$ cat config.mk
export PLATFORM = sky130hd
export DESIGN_NAME = uart_tx_cfg_flat
export DESIGN_NICKNAME = d
export VERILOG_FILES = /design/src/rtl/uart_pkg.sv /design/src/rtl/uart_tx_cfg_if.sv /design/src/rtl/uart_tx_fifo.sv /design/src/rtl/uart_tx_cfg.sv /design/src/flat_wrapper.sv
export SDC_FILE = /design/constraint.sdc
export NUM_CORES = 1
export LEC_CHECK = 0
export BUFFER_PORTS_ARGS = -buffer_cell sky130_fd_sc_hd__buf_2
export CORE_ASPECT_RATIO = 1.2
export CORE_MARGIN = 1
export CORE_UTILIZATION = 60
export CTS_CLUSTER_SIZE = 25
export DETAILED_ROUTE_END_ITERATION = 16
export GPL_TIMING_DRIVEN = 0
export PLACE_DENSITY_LB_ADDON = 0.3
export REMOVE_ABC_BUFFERS = 1
export SLEW_MARGIN = 40
export SYNTH_ARGS = -nofsm -noshare
export SYNTH_HDL_FRONTEND = slang
export SYNTH_SLANG_ARGS = --single-unit
$ cat constraint.sdc
create_clock -name clk -period 4.45 [get_ports clk]
set_input_delay 0.6675 -clock clk [delete_from_list [all_inputs] [get_ports clk]]
set_output_delay 0.6675 -clock clk [all_outputs]
set_load 0.005 [all_outputs]
$ cat src/rtl/uart_pkg.sv
// -----------------------------------------------------------------------------
// uart_pkg
// Shared definitions for the configurable UART transmitter:
//   state_e        transmitter FSM states
//   PAR_*          cfg_parity encodings (2'b11 behaves as PAR_NONE)
//   tick_cnt_w()   width of the oversampling tick counter, sized so the same
//                  counter can time a double-length (two stop bit) period
// -----------------------------------------------------------------------------
package uart_pkg;

   typedef enum logic [2:0] {
      IDLE,
      START,
      DATA,
      PARITY,
      STOP
   } state_e;

   localparam logic [1:0] PAR_NONE = 2'b00;
   localparam logic [1:0] PAR_EVEN = 2'b01;
   localparam logic [1:0] PAR_ODD  = 2'b10;

   // Counter must reach 2*OS-1 for a two-stop-bit period.
   function automatic int tick_cnt_w(input int os);
      return (os < 2) ? 2 : $clog2(2 * os);
   endfunction

endpackage

$ cat src/rtl/uart_tx_cfg_if.sv
// -----------------------------------------------------------------------------
// uart_tx_cfg_if
// Producer-side handshake of the transmitter.
//   din         data word (only the low cfg_dbits bits are sent)
//   din_valid   producer has a word on din
//   din_ready   input FIFO not full
//   fifo_count  current FIFO occupancy
// master = byte producer, slave = transmitter.
// -----------------------------------------------------------------------------
interface uart_tx_cfg_if #(
   parameter int DBIT_MAX   = 8,
   parameter int FIFO_DEPTH = 4
);
   logic [DBIT_MAX-1:0]          din;
   logic                         din_valid;
   logic                         din_ready;
   logic [$clog2(FIFO_DEPTH):0]  fifo_count;

   modport master (output din, output din_valid, input din_ready, input fifo_count);
   modport slave  (input din, input din_valid, output din_ready, output fifo_count);
endinterface

$ cat src/rtl/uart_tx_fifo.sv
// -----------------------------------------------------------------------------
// uart_tx_fifo
// Synchronous FIFO feeding the transmitter.
//   clk, reset   clock, asynchronous active-low reset
//   push/wr_data write request and data (ignored while full)
//   pop/rd_data  read request (ignored while empty); rd_data shows the head
//   full, empty  occupancy flags
//   count        occupancy, 0..DEPTH
// DEPTH must be a power of two so the pointers wrap naturally.
// -----------------------------------------------------------------------------
module uart_tx_fifo #(
   parameter int WIDTH = 8,
   parameter int DEPTH = 4
) (
   input  logic                     clk,
   input  logic                     reset,
   input  logic                     push,
   input  logic [WIDTH-1:0]         wr_data,
   input  logic                     pop,
   output logic [WIDTH-1:0]         rd_data,
   output logic                     full,
   output logic                     empty,
   output logic [$clog2(DEPTH):0]   count
);
   localparam int AW = $clog2(DEPTH);
   localparam int CW = AW + 1;

   logic [WIDTH-1:0] mem_q [DEPTH];
   logic [AW-1:0]    wr_ptr_q, rd_ptr_q;
   logic [CW-1:0]    count_q;
   logic             do_push, do_pop;

   assign full    = (count_q == CW'(DEPTH));
   assign empty   = (count_q == '0);
   assign count   = count_q;
   assign rd_data = mem_q[rd_ptr_q];
   assign do_push = push && !full;
   assign do_pop  = pop && !empty;

   // NOTE: sequential state uses non-blocking (<=) so every flop samples the
   // pre-edge values; blocking here would create order-dependent races.
   always_ff @(posedge clk or negedge reset) begin
      if (!reset) begin
         wr_ptr_q <= '0;
         rd_ptr_q <= '0;
         count_q  <= '0;
      end else begin
         if (do_push) wr_ptr_q <= wr_ptr_q + AW'(1);
         if (do_pop)  rd_ptr_q <= rd_ptr_q + AW'(1);
         case ({do_push, do_pop})
            2'b10:   count_q <= count_q + CW'(1);
            2'b01:   count_q <= count_q - CW'(1);
            default: count_q <= count_q;
         endcase
      end
   end

   // NOTE: storage is not reset; the pointers and count define which entries
   // are valid, and leaving the array unreset lets it map to plain RAM.
   always_ff @(posedge clk) begin
      if (do_push) mem_q[wr_ptr_q] <= wr_data;
   end

endmodule

$ cat src/rtl/uart_tx_cfg.sv
// -----------------------------------------------------------------------------
// uart_tx_cfg
// UART transmitter with runtime frame format and input FIFO.
//   clk, reset      system clock, asynchronous active-low reset
//   s_tick          oversampling pulse, OS per bit period
//   cfg_dbits       data bits (5..DBIT_MAX, anything else means DBIT_MAX)
//   cfg_parity      00 none, 01 even, 10 odd, 11 none
//   cfg_stop2       two stop bits when set
//   din_if          producer handshake (din/din_valid/din_ready/fifo_count)
//   tx              registered serial output, idles high
//   tx_busy         frame in progress
//   tx_done_tick    one-cycle pulse after the last tick of the final stop bit
// Format is captured at pop time; config changes mid-frame are ignored.
// -----------------------------------------------------------------------------
module uart_tx_cfg
   import uart_pkg::*;
#(
   parameter int DBIT_MAX   = 8,
   parameter int OS         = 16,
   parameter int FIFO_DEPTH = 4
) (
   input  logic               clk,
   input  logic               reset,
   input  logic               s_tick,
   input  logic [3:0]         cfg_dbits,
   input  logic [1:0]         cfg_parity,
   input  logic               cfg_stop2,
   uart_tx_cfg_if.slave       din_if,
   output logic               tx,
   output logic               tx_busy,
   output logic               tx_done_tick
);
   localparam int TW = tick_cnt_w(OS);
   localparam logic [TW-1:0] TICK_LAST  = TW'(OS - 1);
   localparam logic [TW-1:0] TICK_LAST2 = TW'(2 * OS - 1);

   logic                fifo_full, fifo_empty, pop;
   logic [DBIT_MAX-1:0] fifo_rd_data;

   uart_tx_fifo #(.WIDTH(DBIT_MAX), .DEPTH(FIFO_DEPTH)) u_fifo (
      .clk     (clk),
      .reset   (reset),
      .push    (din_if.din_valid && !fifo_full),
      .wr_data (din_if.din),
      .pop     (pop),
      .rd_data (fifo_rd_data),
      .full    (fifo_full),
      .empty   (fifo_empty),
      .count   (din_if.fifo_count)
   );

   assign din_if.din_ready = !fifo_full;

   state_e              state_q, state_d;
   logic [TW-1:0]       tick_q, tick_d;
   logic [3:0]          bit_q, bit_d;
   logic [DBIT_MAX-1:0] shift_q, shift_d;
   logic [3:0]          dbits_q, dbits_d;
   logic                par_en_q, par_en_d;
   logic                par_bit_q, par_bit_d;
   logic                stop2_q, stop2_d;
   logic                tx_q, tx_d;
   logic                done_q, done_d;
   logic                load;
   logic [3:0]          dbits_eff;
   logic                pop_par;

   assign dbits_eff = (cfg_dbits < 4'd5 || cfg_dbits > 4'(DBIT_MAX)) ? 4'(DBIT_MAX) : cfg_dbits;

   // Parity over the bits that will actually be sent; upper din bits are ignored.
   always_comb begin
      pop_par = 1'b0;
      for (int i = 0; i < DBIT_MAX; i++) begin
         if (i < int'(dbits_eff)) pop_par = pop_par ^ fifo_rd_data[i];
      end
   end

   // NOTE: every output of this block gets a default first, so no path leaves
   // a signal unassigned and no latch is inferred.
   always_comb begin
      state_d   = state_q;
      tick_d    = tick_q;
      bit_d     = bit_q;
      shift_d   = shift_q;
      dbits_d   = dbits_q;
      par_en_d  = par_en_q;
      par_bit_d = par_bit_q;
      stop2_d   = stop2_q;
      done_d    = 1'b0;
      load      = 1'b0;

      case (state_q)
         IDLE: if (!fifo_empty) load = 1'b1;
         START: if (s_tick) begin
            if (tick_q == TICK_LAST) begin
               state_d = DATA;
               tick_d  = '0;
               bit_d   = '0;
            end else tick_d = tick_q + TW'(1);
         end
         DATA: if (s_tick) begin
            if (tick_q == TICK_LAST) begin
               tick_d  = '0;
               shift_d = shift_q >> 1;
               if (bit_q == dbits_q - 4'd1) state_d = par_en_q ? PARITY : STOP;
               else bit_d = bit_q + 4'd1;
            end else tick_d = tick_q + TW'(1);
         end
         PARITY: if (s_tick) begin
            if (tick_q == TICK_LAST) begin
               state_d = STOP;
               tick_d  = '0;
            end else tick_d = tick_q + TW'(1);
         end
         STOP: if (s_tick) begin
            if (tick_q == (stop2_q ? TICK_LAST2 : TICK_LAST)) begin
               done_d = 1'b1;
               // Chain straight into the next start bit when more data waits.
               if (!fifo_empty) load = 1'b1;
               else state_d = IDLE;
            end else tick_d = tick_q + TW'(1);
         end
         default: state_d = IDLE;
      endcase

      if (load) begin
         state_d   = START;
         tick_d    = '0;
         shift_d   = fifo_rd_data;
         dbits_d   = dbits_eff;
         par_en_d  = (cfg_parity == PAR_EVEN) || (cfg_parity == PAR_ODD);
         par_bit_d = pop_par ^ (cfg_parity == PAR_ODD);
         stop2_d   = cfg_stop2;
      end
   end

   assign pop = load;

   // tx is loaded from the next-state view so the pin is a clean flop output.
   always_comb begin
      case (state_d)
         START:   tx_d = 1'b0;
         DATA:    tx_d = shift_d[0];
         PARITY:  tx_d = par_bit_d;
         default: tx_d = 1'b1;
      endcase
   end

   always_ff @(posedge clk or negedge reset) begin
      if (!reset) begin
         state_q   <= IDLE;
         tick_q    <= '0;
         bit_q     <= '0;
         shift_q   <= '0;
         dbits_q   <= 4'(DBIT_MAX);
         par_en_q  <= 1'b0;
         par_bit_q <= 1'b0;
         stop2_q   <= 1'b0;
         tx_q      <= 1'b1;
         done_q    <= 1'b0;
      end else begin
         state_q   <= state_d;
         tick_q    <= tick_d;
         bit_q     <= bit_d;
         shift_q   <= shift_d;
         dbits_q   <= dbits_d;
         par_en_q  <= par_en_d;
         par_bit_q <= par_bit_d;
         stop2_q   <= stop2_d;
         tx_q      <= tx_d;
         done_q    <= done_d;
      end
   end

   assign tx           = tx_q;
   assign tx_busy      = (state_q != IDLE);
   assign tx_done_tick = done_q;

endmodule
$ cat src/flat_wrapper.sv
// flat-port wrapper written by rule: the top's interface ports become plain ports
module uart_tx_cfg_flat import uart_pkg::*;
#(
   parameter int DBIT_MAX   = 8,
   parameter int OS         = 16,
   parameter int FIFO_DEPTH = 4
)
  (clk, reset, s_tick, cfg_dbits, cfg_parity, cfg_stop2, tx, tx_busy, tx_done_tick, din_if_din, din_if_din_valid, din_if_din_ready, din_if_fifo_count);
  uart_tx_cfg_if #(.DBIT_MAX(DBIT_MAX), .FIFO_DEPTH(FIFO_DEPTH)) din_if_i ();
  input  logic clk;
  input  logic reset;
  input  logic s_tick;
  input  logic [3:0] cfg_dbits;
  input  logic [1:0] cfg_parity;
  input  logic cfg_stop2;
  output logic tx;
  output logic tx_busy;
  output logic tx_done_tick;
  input wire logic [$bits(din_if_i.din)-1:0] din_if_din;
  input wire logic [$bits(din_if_i.din_valid)-1:0] din_if_din_valid;
  output wire logic [$bits(din_if_i.din_ready)-1:0] din_if_din_ready;
  output wire logic [$bits(din_if_i.fifo_count)-1:0] din_if_fifo_count;
  assign din_if_i.din = din_if_din;
  assign din_if_i.din_valid = din_if_din_valid;
  assign din_if_din_ready = din_if_i.din_ready;
  assign din_if_fifo_count = din_if_i.fifo_count;
  uart_tx_cfg #(.DBIT_MAX(DBIT_MAX), .OS(OS), .FIFO_DEPTH(FIFO_DEPTH)) u_core (.clk(clk), .reset(reset), .s_tick(s_tick), .cfg_dbits(cfg_dbits), .cfg_parity(cfg_parity), .cfg_stop2(cfg_stop2), .din_if(din_if_i), .tx(tx), .tx_busy(tx_busy), .tx_done_tick(tx_done_tick));
endmodule
# After elaboration in Yosys (flattened, before gate mapping)
# Memories as Yosys holds them, arrays and structs flattened.
# Cells that the tools add are included.
word_totals:
  regBits: 36
  mem_bits_rw: 32
  mem_count: 1
  output_inout_bits: 7
  elab_cells: 134
  in_bits: 19
mem_list:
  columns: ["memory", "depth", "word_bits", "rd", "rd_ports_with_merged_regs", "wr", "line", "text"]
  rows:
  - ["u_core.u_fifo.mem_q", 4, 8, 1, 0, 1, "uart_tx_fifo.sv:28", "logic [WIDTH-1:0] mem_q [DEPTH];"]
classes:
  muxes: 51
  n_reduce_logical: 20
  n_addsub: 7
  n_lt_le_gt_ge: 10
  n_eq_ne: 23
  n_bitwise: 8
op_table:
  columns: ["cell", "n"]
  rows:
  - ["$mux W3", 12]
  - ["$mux W8", 4]
  - ["$mux W5", 6]
  - ["$mux W4", 6]
  - ["$mux W1", 17]
  - ["$lt A3 B4 Y1 const A", 4]
  - ["$pmux W3 S5", 1]
  - ["$eq A3 B2 Y1 const B", 4]
  - ["$pmux W5 S2", 1]
  - ["$reduce_bool A2 Y1", 5]
  - ["$lt A1 B4 Y1 const A", 2]
  - ["$lt A2 B4 Y1 const A", 2]
  - ["$pmux W4 S2", 1]
  - ["$xor A1 B1 Y1", 8]
  - ["$eq A3 B1 Y1 const B", 2]
  - ["$eq A3 B3 Y1 const B", 2]
  - ["$logic_not A3 Y1", 2]
  - ["$ne A2 B2 Y1 const B", 3]
  - ["$ne A3 B3 Y1 const B", 2]
  - ["$pmux W3 S2", 1]
  - ["$reduce_and A6 Y1", 1]
  - ["$reduce_bool A3 Y1", 2]
  - ["$add A5 B1 Y5 const B", 1]
  - ["$eq A5 B4 Y1 const B", 1]
  - ["21 further kinds", 29]

# Longest topological paths before layout
# Gate-level depths: netlist (run 1).
logic_depth:
  word_depth: 22
  depth_mapped: 14
  mapped_depth_nobuf: 11

# Modules after synthesis
# A second synthesis (run 1) with hierarchy kept.
hier_totals:
  hier_cells: 259
  area_unflattened_um2: 3246.9
modules_own_cells:
  columns: ["mod", "n_inst", "cells_each", "area_per_inst_um2"]
  rows:
  - ["uart_tx_cfg", 1, 179, 1662.8]
  - ["uart_tx_fifo", 1, 80, 1584.0]

# Least setup slack after synthesis (run 1)
# OpenSTA, ideal clock, no wires.
synth_path:
  kind: "input port to flip-flop"
  startpoint: "in s_tick"
  endpoint: "reg u_core.u_fifo.count_q[2], in the netlist u_core.u_fifo.count[2]"
  path_stages: 13
  path_buffers: 3
  setup_slack_ns: 1.588
  setup_ns: 0.079
  t_arrival_ns: 2.783
  cell_sequence: "nand4_2 or2_1 a21o_1 buf_6 inv_1 buf_2 buf_2 ha_1 inv_1 fa_1 xor2_1 nor2_1 xor2_1"
synth_via:
  elab_chain_len: 5
  elab_cells_between_ends: 7
synth_lines:
  columns: ["element", "line", "text"]
  rows:
  - ["start: declaration", "flat_wrapper.sv:12", "input logic s_tick;"]
  - ["$mux W1 *", "uart_tx_cfg.sv:115", "STOP: if (s_tick) begin"]
  - ["$pmux W1 S2 *", "uart_tx_cfg.sv:92", "case (state_q)"]
  - ["$logic_and A1 B1 Y1 *", "uart_tx_fifo.sv:38", "assign do_pop = pop && !empty;"]
  - ["named net u_core.u_fifo.do_pop", "uart_tx_fifo.sv:31", "logic do_push, do_pop;"]
  - ["$eq A2 B1 Y1 / $eq A2 B2 Y1 (equally long branches)", "uart_tx_fifo.sv:50", "case ({do_push, do_pop})"]
  - ["$pmux W3 S2 / $reduce_bool A2 Y1 (equally long branches)", null, null]
  - ["end signal: assignment", "uart_tx_fifo.sv:51", "2'b10: count_q <= count_q + CW'(1);"]
  - ["end signal: assignment", "uart_tx_fifo.sv:52", "2'b01: count_q <= count_q - CW'(1);"]
  - ["end signal: assignment", "uart_tx_fifo.sv:53", "default: count_q <= count_q;"]
  - ["end: declaration", "uart_tx_fifo.sv:30", "logic [CW-1:0] count_q;"]
# The timed path passes the listed nets; every way through them passes the cells marked *.
# A chain may end at the register's enable or synchronous reset.

# Final worst setup path (run 1)
layout_path:
  startpoint: "reg u_core.tick_q[0]"
  endpoint: "reg u_core.u_fifo.count_q[2], in the netlist u_core.u_fifo.count[2]"
layout_via:
  elab_chain_len: 7
  elab_cells_between_ends: 9
layout_lines:
  columns: ["element", "line", "text"]
  rows:
  - ["start: declaration", "uart_tx_cfg.sv:55", "logic [TW-1:0] tick_q, tick_d;"]
  - ["start signal: assignment", "uart_tx_cfg.sv:163", "tick_q <= tick_d;"]
  - ["$eq A5 B5 Y1 *", "uart_tx_cfg.sv:116", "if (tick_q == (stop2_q ? TICK_LAST2 : TICK_LAST)) begin"]
  - ["$mux W1 *", "uart_tx_cfg.sv:116", null]
  - ["$mux W1 *", "uart_tx_cfg.sv:115", null]
  - ["$pmux W1 S2 *", "uart_tx_cfg.sv:92", null]
  - ["$logic_and A1 B1 Y1 *", "uart_tx_fifo.sv:38", null]
  - ["$eq A2 B1 Y1 / $eq A2 B2 Y1 (equally long branches)", "uart_tx_fifo.sv:50", null]
  - ["$pmux W3 S2 / $reduce_bool A2 Y1 (equally long branches)", null, null]
# Every way passes the cells marked *; elsewhere a longest branch is shown, timed or not.

==> metrics, run 1 <==
largest net degree at the start of global routing=37; Tcrit/Tclk final=roughly three quarters; clock tree buffer depth=2; r2r endpoint=u_core.u_fifo.count[2]$_DFFE_PN0P_; Worst-Margin Slew=between 0.7 and 0.8 ns; Max H-tree Level=3; GP Congestion=slightly below 0.8; Seq/Total Area, Yosys=a little under three fifths; most frequent cells in the layout=dfrtp_1 (34), edfxtp_1 (32), buf_2 (24), nand2_1 (21), o21ai_0 (17); Fill cells=379; fraction of registers with async set or reset after synthesis=approximately 53%; WP data arrival=~3.5 ns; DP Cell Count=337; outcome=complete, no violations; design area=approximately 3700 sq um; WP buf/inv=2; number of global-route vias before repair=2,033; Crit Path Category=reg2reg; layout cells sized above 1=between 10% and 20%; Overall Global Routing Usage=a little over a fifth; clk root buf=clkbuf_8; Layout Cells excl Fill=about 350; GRT overflow=0; CP delay by family, top=adder cells; crit end category=register; Hold-fix buffers, CTS=0; Setup crit start=u_core.tick_q[0]$_DFFE_PN0P_; RSZ-0062 raised after global routing=no; Via density=about 5.8; Clock Latency Late Sink=between 0.3 and 0.4 ns; flops & latches, synth=68; Routed WL per cell=approximately 16 um; Psw=0.835 mW; DRT Pass-1 Iters=4; Worst R2R Start=u_core.tick_q[0]$_DFFE_PN0P_; Core Footprint=5330 sq um; Leak Pwr=roughly 1.5 nW; Post-DP Area=roughly 3500 sq um; Gate power share=about a third; Worst-path clk slew=about 0.08 ns; first-pass GRT wire length=roughly 9500 um; initial antenna violation count=0; largest fanout on the critical path=29; Starting Density=62.6%; Switching Fraction=between 30 and 40%; Post-synth EDFFs=32; CP peak stage delay=0.69 ns; Die H=around 84 um; power density cells=~670 nW/um^2; slew margin rel.=about 50%; CP max-delay cell=clkinv_1; Clock power frac=24.4%; Final nets=around 320; Required @ worst endpoint=4.68 ns; Flop pwr share=between 40% and 50%; die area=5870 sq um; # resized after CTS=0; Synth cell types=58; Worst VDD drop=between 0.4 and 0.5 mV; Post-synth top flop=dfrtp_1; Fin Setup TNS=0 ns; Synth Instances=~260; vias=2,049; Syn Std Cell Area=3340 sq um; r2r setup slk=approximately 1.2 ns; Clock Sinks=68; I/O pins=26; # diodes=0; worst-path cell chain=ha_1 -> nand4_2 -> or2_1 -> a21o_1 -> clkinv_1 -> ha_1 -> inv_1 -> fa_1 -> xor2_1 -> nor2_1 -> xor2_1; setup violators final=0; hpwl dp=around 3700 um; Max Cap Viol=0; R2R cell count=11; synthesis-to-finish area growth=11.2%; Buffers on Ports=25; startpoint types=register; clk_skew=0.00824 ns; most common cell after layout, fill and taps aside=dfrtp_1; Int Power=1.65 mW; Synth warnings=0; Core Rows=29; die span in x=70.1 um; Iter 0 DRT Violations=105; post-CTS setup buffer count=0; DR DRC count=0; TritonCTS Buffers=9; final WL=approximately 5500 um; Hold/Removal Path Class=in2async; Final min period=roughly 3.3 ns; syn_area_per_cell=12.8 sq um; TritonCTS clock tree=yes; max-slew violation count=0; final hold vios=0; FMAX=between 300 and 400 MHz; Routed Antenna Nets=0
per-stage QoR:
stage	util (%)	setup slack, ns	total power [mW]	hold slack (ns)
2_1_floorplan	-	1.50	1.68	0.372
3_3_place_gp	65.1	0.988	1.85	0.462
3_5_place_dp	65.1	0.949	1.89	0.466
4_1_cts	69.6	1.11	2.50	0.419
5_1_grt	69.7	0.878	2.64	0.303
6_report	69.7	1.20	2.48	0.260
power groups by stage:
stage / Combinational [mW] / Clock [mW] / Sequential [mW]
finish: 0.844 / 0.605 / 1.03
CTS: 0.854 / 0.612 / 1.04
global route: 0.945 / 0.637 / 1.06
floorplan: 0.680 / 0 / 0.998
detailed placement: 0.844 / 0 / 1.04
global placement: 0.817 / 0 / 1.03
synthesized netlist by cell type, types with 4 or more instances:
cell / number / area share (%)
nand3_1: 6 / 0.90
xnor2_1: 12 / 3.1
mux2i_1: 9 / 2.7
mux4_2: 5 / 3.4
inv_1: 16 / 1.8
edfxtp_1: 32 / 29
dfrtp_1: 34 / 25
a31oi_1: 4 / 0.75
nor3_1: 4 / 0.60
o21ai_0: 17 / 2.5
ha_1: 9 / 3.4
nor2_1: 10 / 1.1
and3_1: 5 / 0.94
nand2_1: 21 / 2.4
xor2_1: 5 / 1.3
buf_2: 6 / 0.90
a21oi_1: 9 / 1.3
layout make-up:
class                   instances  area, sq um  share of cell area [%]
inverters                      16         60.1                    1.62
clock buffers                   9          124                    3.33
well taps                      62         77.6                    2.09
clock inverters                 7          115                    3.10
multi-input cells             166         1350                    36.3
flip-flops and latches         68         1860                    50.2
repair buffers                 25          128                    3.43
cell families (layout without fill, tap and decap cells):
kind of cell               after synthesis  count (layout)  share of synthesized area, %
muxes                                   20              20                          9.66
xor gates and xnor gates                20              20                          6.14
DFF                                     68              68                          55.8
buffers and inverters                   28              57                          3.86
and+or+nand+nor                         71              71                          12.2
AOI/OAI and AO/OA                       45              45                          8.39
adders and majority gates               10              10                          3.97
registers in the layout (all words and copies together) (netlist names):
name                    cells
u_core.par_en_q             1
u_core.u_fifo.wr_ptr_q      2
u_core.shift_q              8
u_core.u_fifo.count         3
u_core.tick_q               5
u_core.u_fifo.mem_q        32
u_core.state_q              3
u_core.stop2_q              1
u_core.u_fifo.rd_ptr_q      2
u_core.par_bit_q            1
u_core.dbits_q              4
u_core.bit_q                4
u_core.tx_done_tick         1
u_core.tx                   1
worst max path at each step:
| stage | to | slack, ns | depth (start not counted) |
|---|---|---|---|
| 3_3_place_gp | u_core.u_fifo.count[2]$_DFFE_PN0P_ | 0.99 | 11 |
| 2_1_floorplan | u_core.u_fifo.count[2]$_DFFE_PN0P_ | 1.50 | 10 |
| 4_1_cts | u_core.u_fifo.count[2]$_DFFE_PN0P_ | 1.11 | 11 |
| 5_1_grt | u_core.u_fifo.count[2]$_DFFE_PN0P_ | 0.88 | 11 |
| 6_report | u_core.u_fifo.count[2]$_DFFE_PN0P_ | 1.20 | 11 |
| 3_5_place_dp | u_core.u_fifo.count[2]$_DFFE_PN0P_ | 0.95 | 11 |
metal layers:
metal / routed length [um] / vias to the layer above / GRT usage (%)
met2: 2820 / 31 / 35.2
li1: - / 1002 / -
met5: 0 / - / 0
met3: 129 / 11 / 4.35
met4: 118 / 0 / 10.4
met1: 2420 / 1005 / 26.4
Note: power is estimated with default switching activity, not from simulation.
==> run 2, diff against run 1 <==
--- a/config.mk
+++ b/config.mk
@@ -5,10 +5,11 @@
 export SDC_FILE = /design/constraint.sdc
 export NUM_CORES = 1
 export LEC_CHECK = 0
+export ABC_AREA = 1
 export BUFFER_PORTS_ARGS = -buffer_cell sky130_fd_sc_hd__buf_2
 export CORE_ASPECT_RATIO = 1.2
 export CORE_MARGIN = 1
-export CORE_UTILIZATION = 60
+export CORE_UTILIZATION = 54
 export CTS_CLUSTER_SIZE = 25
 export DETAILED_ROUTE_END_ITERATION = 16
 export GPL_TIMING_DRIVEN = 0
==> constraint.sdc (replaced) <==
create_clock -name clk -period 2.76 [get_ports clk]
set_input_delay 0.414 -clock clk [delete_from_list [all_inputs] [get_ports clk]]
set_output_delay 0.414 -clock clk [all_outputs]
set_load 0.005 [all_outputs]
==> run 2 against run 1 <==
Cell area rose by 4.0%; register-to-register slack got worse by 0.84 ns; utilization fell by 6.6 points; via count rose by 24%; flip-flop and latch count did not move; critical endpoint unchanged.
==> metrics, run 2 <==
outcome=complete, no violations; largest net degree at the start of global routing=37 (unchanged); most frequent cells in the layout=nand2_1 (124), inv_1 (42), nand3_1 (35), dfrtp_1 (34), edfxtp_1 (32); Seq/Total Area, Yosys=53.4% (-2.4 points); most common cell after layout, fill and taps aside=nand2_1; flops & latches, synth=68 (unchanged); Core Footprint=6130 sq um (+15%); Post-synth EDFFs=32 (unchanged); crit end category=register; Leak Pwr=1.81 nW (+21%); Routed WL per cell=12.4 um (-20%); Clock Sinks=68 (unchanged); synthesis-to-finish area growth=10.8%; Synth cell types=35 (-40%); CP max-delay cell=dfrtp_1; clock tree buffer depth=2 (unchanged); Overall Global Routing Usage=20.3% (-0.91 points); Clock Latency Late Sink=0.34 ns (about the same); syn_area_per_cell=9.04 sq um (-29%); first-pass GRT wire length=10,300 um (+8.0%); GRT overflow=0 (unchanged); Worst R2R Start=u_core.tick_q[0]$_DFFE_PN0P_; # diodes=0 (unchanged); TritonCTS clock tree=yes; hpwl dp=4230 um (+13%); Post-synth top flop=dfrtp_1; die span in x=75.4 um (+7.5%); Final min period=2.41 ns (-0.845 ns); slew margin rel.=49.0% (-2.2 points); Max H-tree Level=3 (unchanged); FMAX=416 MHz (+35%); Die H=90.1 um (+7.5%); Syn Std Cell Area=3490 sq um (+4.5%); Fin Setup TNS=0 ns (unchanged); vias=2,543 (+24%); Largest Register=u_core.u_fifo.mem_q; largest fanout on the critical path=5 (-83%); uppermost routed layer=met4; Iter 0 DRT Violations=170 (+62%); Worst-path clk slew=0.07 ns (about the same); setup violators final=0 (unchanged); Starting Density=56.9% (-5.7 points); Required @ worst endpoint=2.98 ns (-1.70 ns); clk_skew=0.00615 ns (-0.00209 ns); metal1 wirelength=2650 um (+9.2%); startpoint types=register; register area=1860 sq um (unchanged); Buffers on Ports=25 (unchanged); Synth Instances=386 (+47%); max-slew violation count=0 (unchanged); DR DRC count=0 (unchanged); Routed Antenna Nets=0 (unchanged); Regs by FF count=u_core.u_fifo.mem_q (32), u_core.shift_q (8), u_core.tick_q (5); worst-path cell chain=ha_1 -> nand3_2 -> a21oi_2 -> nand2_2 -> nand2_2 -> nand3_4 -> clkinvlp_4 -> ha_1 -> inv_1 -> fa_1 -> a21oi_1 -> o21ai_0 -> xnor2_1; initial antenna violation count=0 (unchanged); Via density=5.05 (-13%); Layout Cells excl Fill=504 (+43%); r2r setup slk=0.35 ns (-0.84 ns); number of global-route vias before repair=2,464 (+21%); TritonCTS Buffers=9 (unchanged); DRT Pass-1 Iters=6 (+2); RSZ-0062 raised after global routing=no; fraction of registers with async set or reset after synthesis=52.9% (unchanged); count leader, synth=nand2_1; Worst-Margin Slew=0.762 ns (+0.0344 ns); WP data arrival=2.63 ns (-0.85 ns); Fill cells=555 (+46%); cell taking the most area after synthesis=edfxtp_1; Yosys top cell area share=27.5% (-1.2 points); R2R cell count=13 (+2); synth cell count leaders=nand2_1 (124), inv_1 (43), nand3_1 (35); power density cells=675 nW/um^2 (+1.1%); layout cells sized above 1=16.8% (-3.1 points); metal3 WL=216 um (+67%); Final nets=446 (+42%); clk root buf=clkbuf_8; I/O pins=26 (unchanged); CP peak stage delay=0.40 ns (-0.29 ns); Tcrit/Tclk final=87.2% (+14 points); Core Rows=31 (+6.9%); GP Congestion=0.789 (+1.5%); area of the multi-input gates=1380 sq um (+2.4%); Synth warnings=0 (unchanged); Worst VDD drop=0.673 mV (+52%); post-layout power=2.61 mW (+5.2%); met2 wire length=3220 um (+14%); synth top area cells=edfxtp_1 (28%), dfrtp_1 (24%), nand2_1 (13%), nand3_1 (5.0%), inv_1 (4.6%); r2r endpoint=u_core.u_fifo.count[2]$_DFFE_PN0P_; final hold vios=0 (unchanged); Hold/Removal Path Class=in2async; Max Cap Viol=0 (unchanged); Crit Path Category=reg2reg; die area=6790 sq um (+16%); final core utilization=63.1% (-6.6 points); DP Cell Count=484 (+44%); final WL=6230 um (+14%); Largest register FFs=32 (unchanged)
run 2: layout make-up:
cell class              instances  area share [%]
clock buffers                  14            4.47
clock inverters                 2           0.259
inverters                      48            4.82
multi-input cells             262            35.7
flip-flops and latches         68            48.2
well taps                      82            2.65
repair buffers                 28            3.88
run 2: cell families (layout without fill, tap and decap cells):
family                     after synthesis  in the layout  share of synthesized area [%]
and+or+nand+nor                        203            204                           25.9
DFF                                     68             68                           53.4
buffers and inverters                   57             92                           7.53
AOI/OAI and AO/OA                       35             35                           6.10
xor gates and xnor gates                13             13                           3.26
adders and majority gates               10             10                           3.80
run 2: how the worst max path moves through the flow:
stage	start	endpoint	slack [ns]
detailed placement	u_core.tick_q[0]$_DFFE_PN0P_	u_core.u_fifo.count[2]$_DFFE_PN0P_	-0.45
floorplan	u_core.tick_q[0]$_DFFE_PN0P_	u_core.u_fifo.count[2]$_DFFE_PN0P_	0.11
global route	u_core.tick_q[0]$_DFFE_PN0P_	u_core.u_fifo.count[2]$_DFFE_PN0P_	0.09
global placement	u_core.tick_q[0]$_DFFE_PN0P_	u_core.u_fifo.count[2]$_DFFE_PN0P_	-0.37
CTS	u_core.tick_q[0]$_DFFE_PN0P_	u_core.u_fifo.count[2]$_DFFE_PN0P_	0.11
finish	u_core.tick_q[0]$_DFFE_PN0P_	u_core.u_fifo.count[2]$_DFFE_PN0P_	0.35
run 2: power by group:
part / leakage (nW) / internal, mW / switching, mW
Sequential: 0.764 / 1.24 / 0.102
Clock: 0.0965 / 0.398 / 0.355
Combinational: 0.951 / 0.194 / 0.318
Total: 1.81 / 1.83 / 0.775
run 2: routing by layer:
layer / global-route usage (%) / up-vias
met1: 22.7 / 1178
met3: 4.60 / 11
li1: - / 1307
met2: 34.5 / 47
met4: 11.1 / 0
met5: 0 / -
run 2: critical path: cells and delay by family (launching register included):
| kind | cells | cell delay (ns) |
|---|---|---|
| fa+ha+maj | 3 | 0.72 |
| xor+xnor | 1 | 0.15 |
| flops | 1 | 0.40 |
| buf+inv | 2 | 0.19 |
| simple gates | 4 | 0.42 |
| compound gates | 3 | 0.41 |
run 2: through the flow:
| step | worst slack (ns) | hold slack [ns] | area (sq um) |
|---|---|---|---|
| 2_1_floorplan | 0.111 | 0.118 | 3410 |
| 3_3_place_gp | -0.370 | 0.466 | 3640 |
| 3_5_place_dp | -0.453 | 0.475 | 3640 |
| 4_1_cts | 0.113 | 0.186 | 3840 |
| 5_1_grt | 0.0868 | 0.0472 | 3870 |
| 6_report | 0.354 | 0.0192 | 3870 |
run 2: repair_timing:
item                       4_1_cts  5_1_grt
setup endpoints to repair        2        1
cloned                           0        1
hold buffers                     0        0
setup buffers                    1        2
resized for setup                2        0
==> run 3, diff against run 2 <==
--- a/config.mk
+++ b/config.mk
@@ -7,7 +7,6 @@
 export LEC_CHECK = 0
 export ABC_AREA = 1
 export BUFFER_PORTS_ARGS = -buffer_cell sky130_fd_sc_hd__buf_2
-export CORE_ASPECT_RATIO = 1.2
 export CORE_MARGIN = 1
 export CORE_UTILIZATION = 54
 export CTS_CLUSTER_SIZE = 25
@@ -18,4 +17,5 @@
 export SLEW_MARGIN = 40
 export SYNTH_ARGS = -nofsm -noshare
 export SYNTH_HDL_FRONTEND = slang
+export SYNTH_HIERARCHICAL = 1
 export SYNTH_SLANG_ARGS = --single-unit
==> run 3 against run 2 <==
Fmax fell by 3.0%; wire length rose by 1.2%; flip-flop and latch count did not move; count of clock-buffer cells in the layout fell by 5; cell count rose by 2.6%; largest cell class unchanged.
==> metrics, run 3 <==
final hold vios=0 (unchanged); Crit Path Category=reg2reg; Required @ worst endpoint=2.99 ns (about the same); die area=6960 sq um (+2.6%); Core Footprint=6390 sq um (+4.2%); Synth Area in Adders=3.70% (-0.098 points); outcome=complete, no violations; Syn Std Cell Area=3580 sq um (+2.7%); area of the multi-input gates=1370 sq um (-0.82%); Max H-tree Level=3 (unchanged); Fill cells=551 (-0.72%); Core Rows=29 (-6.5%); number of global-route vias before repair=2,597 (+5.4%); Clock Latency Late Sink=0.33 ns (about the same); Iter 0 DRT Violations=103 (-39%); DR DRC count=0 (unchanged); Worst-path clk slew=0.07 ns (about the same); GRT overflow=0 (unchanged); crit end category=register; Post-synth EDFFs=32 (unchanged); Via density=5.09 (+0.78%); Routed WL per cell=12.2 um (-1.3%); DRT Pass-1 Iters=5 (-1); Synth warnings=6 (+6); Overall Global Routing Usage=20.7% (+0.40 points); startpoint types=register; largest net degree at the start of global routing=34 (-8.1%); Max Cap Viol=0 (unchanged); register area=1860 sq um (unchanged); Final nets=464 (+4.0%); Synth cell types=39 (+11%); die span in x=83.4 um (+11%); final WL=6300 um (+1.2%); Die H=83.4 um (-7.3%); Largest register FFs=32 (unchanged); Yosys top cell area share=26.8% (-0.71 points); cell taking the most area after synthesis=edfxtp_1; Regs by FF count=u_core/u_fifo/mem_q (32), u_core/shift_q (8), u_core/tick_q (5); clock tree buffer depth=2 (unchanged); first-pass GRT wire length=11,300 um (+10%); syn_area_per_cell=8.84 sq um (-2.2%); Synth Area in XOR/XNOR=1.71% (-1.6 points); Tcrit/Tclk final=89.8% (+2.7 points); Final min period=2.48 ns (+0.0737 ns); Clock Sinks=68 (unchanged); max-slew violation count=0 (unchanged); GP Congestion=0.824 (+4.4%); vias=2,629 (+3.4%); most common cell after layout, fill and taps aside=nand2_1; Hold/Removal Path Class=in2async; Routed Antenna Nets=0 (unchanged); layout cells sized above 1=15.7% (-1.1 points); Largest Register=u_core/u_fifo/mem_q; TritonCTS Buffers=9 (unchanged); synth top area cells=edfxtp_1 (27%), dfrtp_1 (24%), nand2_1 (12%), inv_1 (7.5%), nand3_1 (4.6%); clk root buf=clkbuf_8; count leader, synth=nand2_1; setup violators final=0 (unchanged); Buffers on Ports=25 (unchanged); initial antenna violation count=0 (unchanged); multiplexer area fraction after synthesis=0% (unchanged); largest fanout on the critical path=21 (+16); synth cell count leaders=nand2_1 (113), inv_1 (72), dfrtp_1 (34); WP data arrival=2.71 ns (+0.08 ns); Starting Density=56.1% (-0.85 points); hpwl dp=4610 um (+8.9%); power density cells=1010 nW/um^2 (+50%); most frequent cells in the layout=nand2_1 (113), inv_1 (72), dfrtp_1 (34), nand3_1 (33), edfxtp_1 (32); RSZ-0062 raised after global routing=no; fraction of registers with async set or reset after synthesis=52.9% (unchanged); Leak Pwr=1.92 nW (+6.2%); synthesis-to-finish area growth=11.0%; Fin Setup TNS=0 ns (unchanged); Worst VDD drop=0.512 mV (-24%); Synth Instances=405 (+4.9%); flops & latches, synth=68 (unchanged); I/O pins=26 (unchanged); clk_skew=0.00542 ns (-0.000729 ns); largest family of logic cells by synthesized area=simple AND/OR/NAND/NOR gates; Synth Area in Compound Gates=8.77% (+2.7 points); Worst-Margin Slew=0.743 ns (-0.0192 ns); worst hold slack=0.0509 ns (+0.0317 ns); TritonCTS clock tree=yes; simple-gate share of the synthesized area=23.6% (-2.2 points); Post-synth top flop=dfrtp_1; # diodes=0 (unchanged); Seq/Total Area, Yosys=52.0% (-1.4 points); FMAX=403 MHz (-3.0%); slew margin rel.=50.3% (+1.3 points)
run 3: path summary, 6_finish.rpt:
path | cells past startpoint | slack, ns | to | from
max reg2reg | 16 | 0.28 | u_core/u_fifo/count[2]$_DFFE_PN0P_ | u_core/tick_q[0]$_DFFE_PN0P_
max in group asynchronous | 2 | 2.17 | u_core/dbits_q[3]$_DFFE_PN1P_ | reset
min | 1 | 0.05 | u_core/bit_q[1]$_DFFE_PN0P_ | reset
min reg2reg | 2 | 0.49 | u_core/par_bit_q$_DFF_PN0_ | u_core/par_bit_q$_DFF_PN0_
max | 16 | 0.28 | u_core/u_fifo/count[2]$_DFFE_PN0P_ | u_core/tick_q[0]$_DFFE_PN0P_
min in group clk | 3 | 0.28 | u_core/stop2_q$_DFFE_PN0P_ | cfg_stop2
run 3: repair_timing:
item / CTS / global route
hold buffers: 0 / 0
setup endpoints to repair: 0 / 1
resized for setup: 0 / 4
setup buffers: 0 / 0
hold endpoints to repair: 0 / 0
run 3: cell type report:
class	count	share of cell area, %
Sequential cell	68	46.9
Multi-Input combinational cell	253	34.4
Inverter	77	7.61
Timing Repair Buffer	26	3.84
Clock buffer	9	3.12
Tap cell	77	2.42
Clock inverter	7	1.70
run 3: cell families after synthesis:
| logic type | Yosys count |
|---|---|
| fa+ha+maj | 10 |
| simple gates | 187 |
| buf+inv | 84 |
| xor+xnor | 7 |
| compound gates | 49 |
| flops | 68 |
run 3: worst max-delay path, cell delays in order, from the launching register on:
cell	delay, ns
dfrtp_1	0.40
ha_2	0.22
nand3_2	0.11
a21oi_2	0.14
nand2_1	0.11
nand2_2	0.09
nand2_4	0.13
clkinv_8	0.14
nand2_1	0.08
inv_1	0.06
ha_1	0.15
inv_1	0.07
fa_1	0.38
nand2_1	0.10
nand3_1	0.08
nand2_1	0.07
nand2_1	0.05
run 3: metrics by stage:
step | power (mW) | cells | instance area, sq um | setup slack (ns) | util (%)
after floorplan | 2.84 | 398 | 3510 | 0.529 | -
after global placement | 3.16 | 500 | 3740 | 0.263 | 58.5
after detailed placement | 3.25 | 501 | 3760 | 0.206 | 58.9
after CTS | 4.05 | 517 | 3960 | 0.201 | 61.9
after global routing | 4.41 | 517 | 3980 | 0.0363 | 62.3
final | 4.03 | 517 | 3980 | 0.281 | 62.3
run 3: routing by layer:
layer  wire, um  track usage [%]  vias up
li1           -                -     1363
met1       2750             25.1     1223
met2       3330             36.2       39
met3        183             3.78        4
met4         47             8.78        0
met5          0                0        -
run 3: power breakdown:
group          internal (mW)  switching [mW]  total, mW  leakage [nW]
Combinational          0.606            1.06       1.66          1.10
Sequential              1.40           0.187       1.59         0.736
Clock                  0.412           0.370      0.781        0.0910
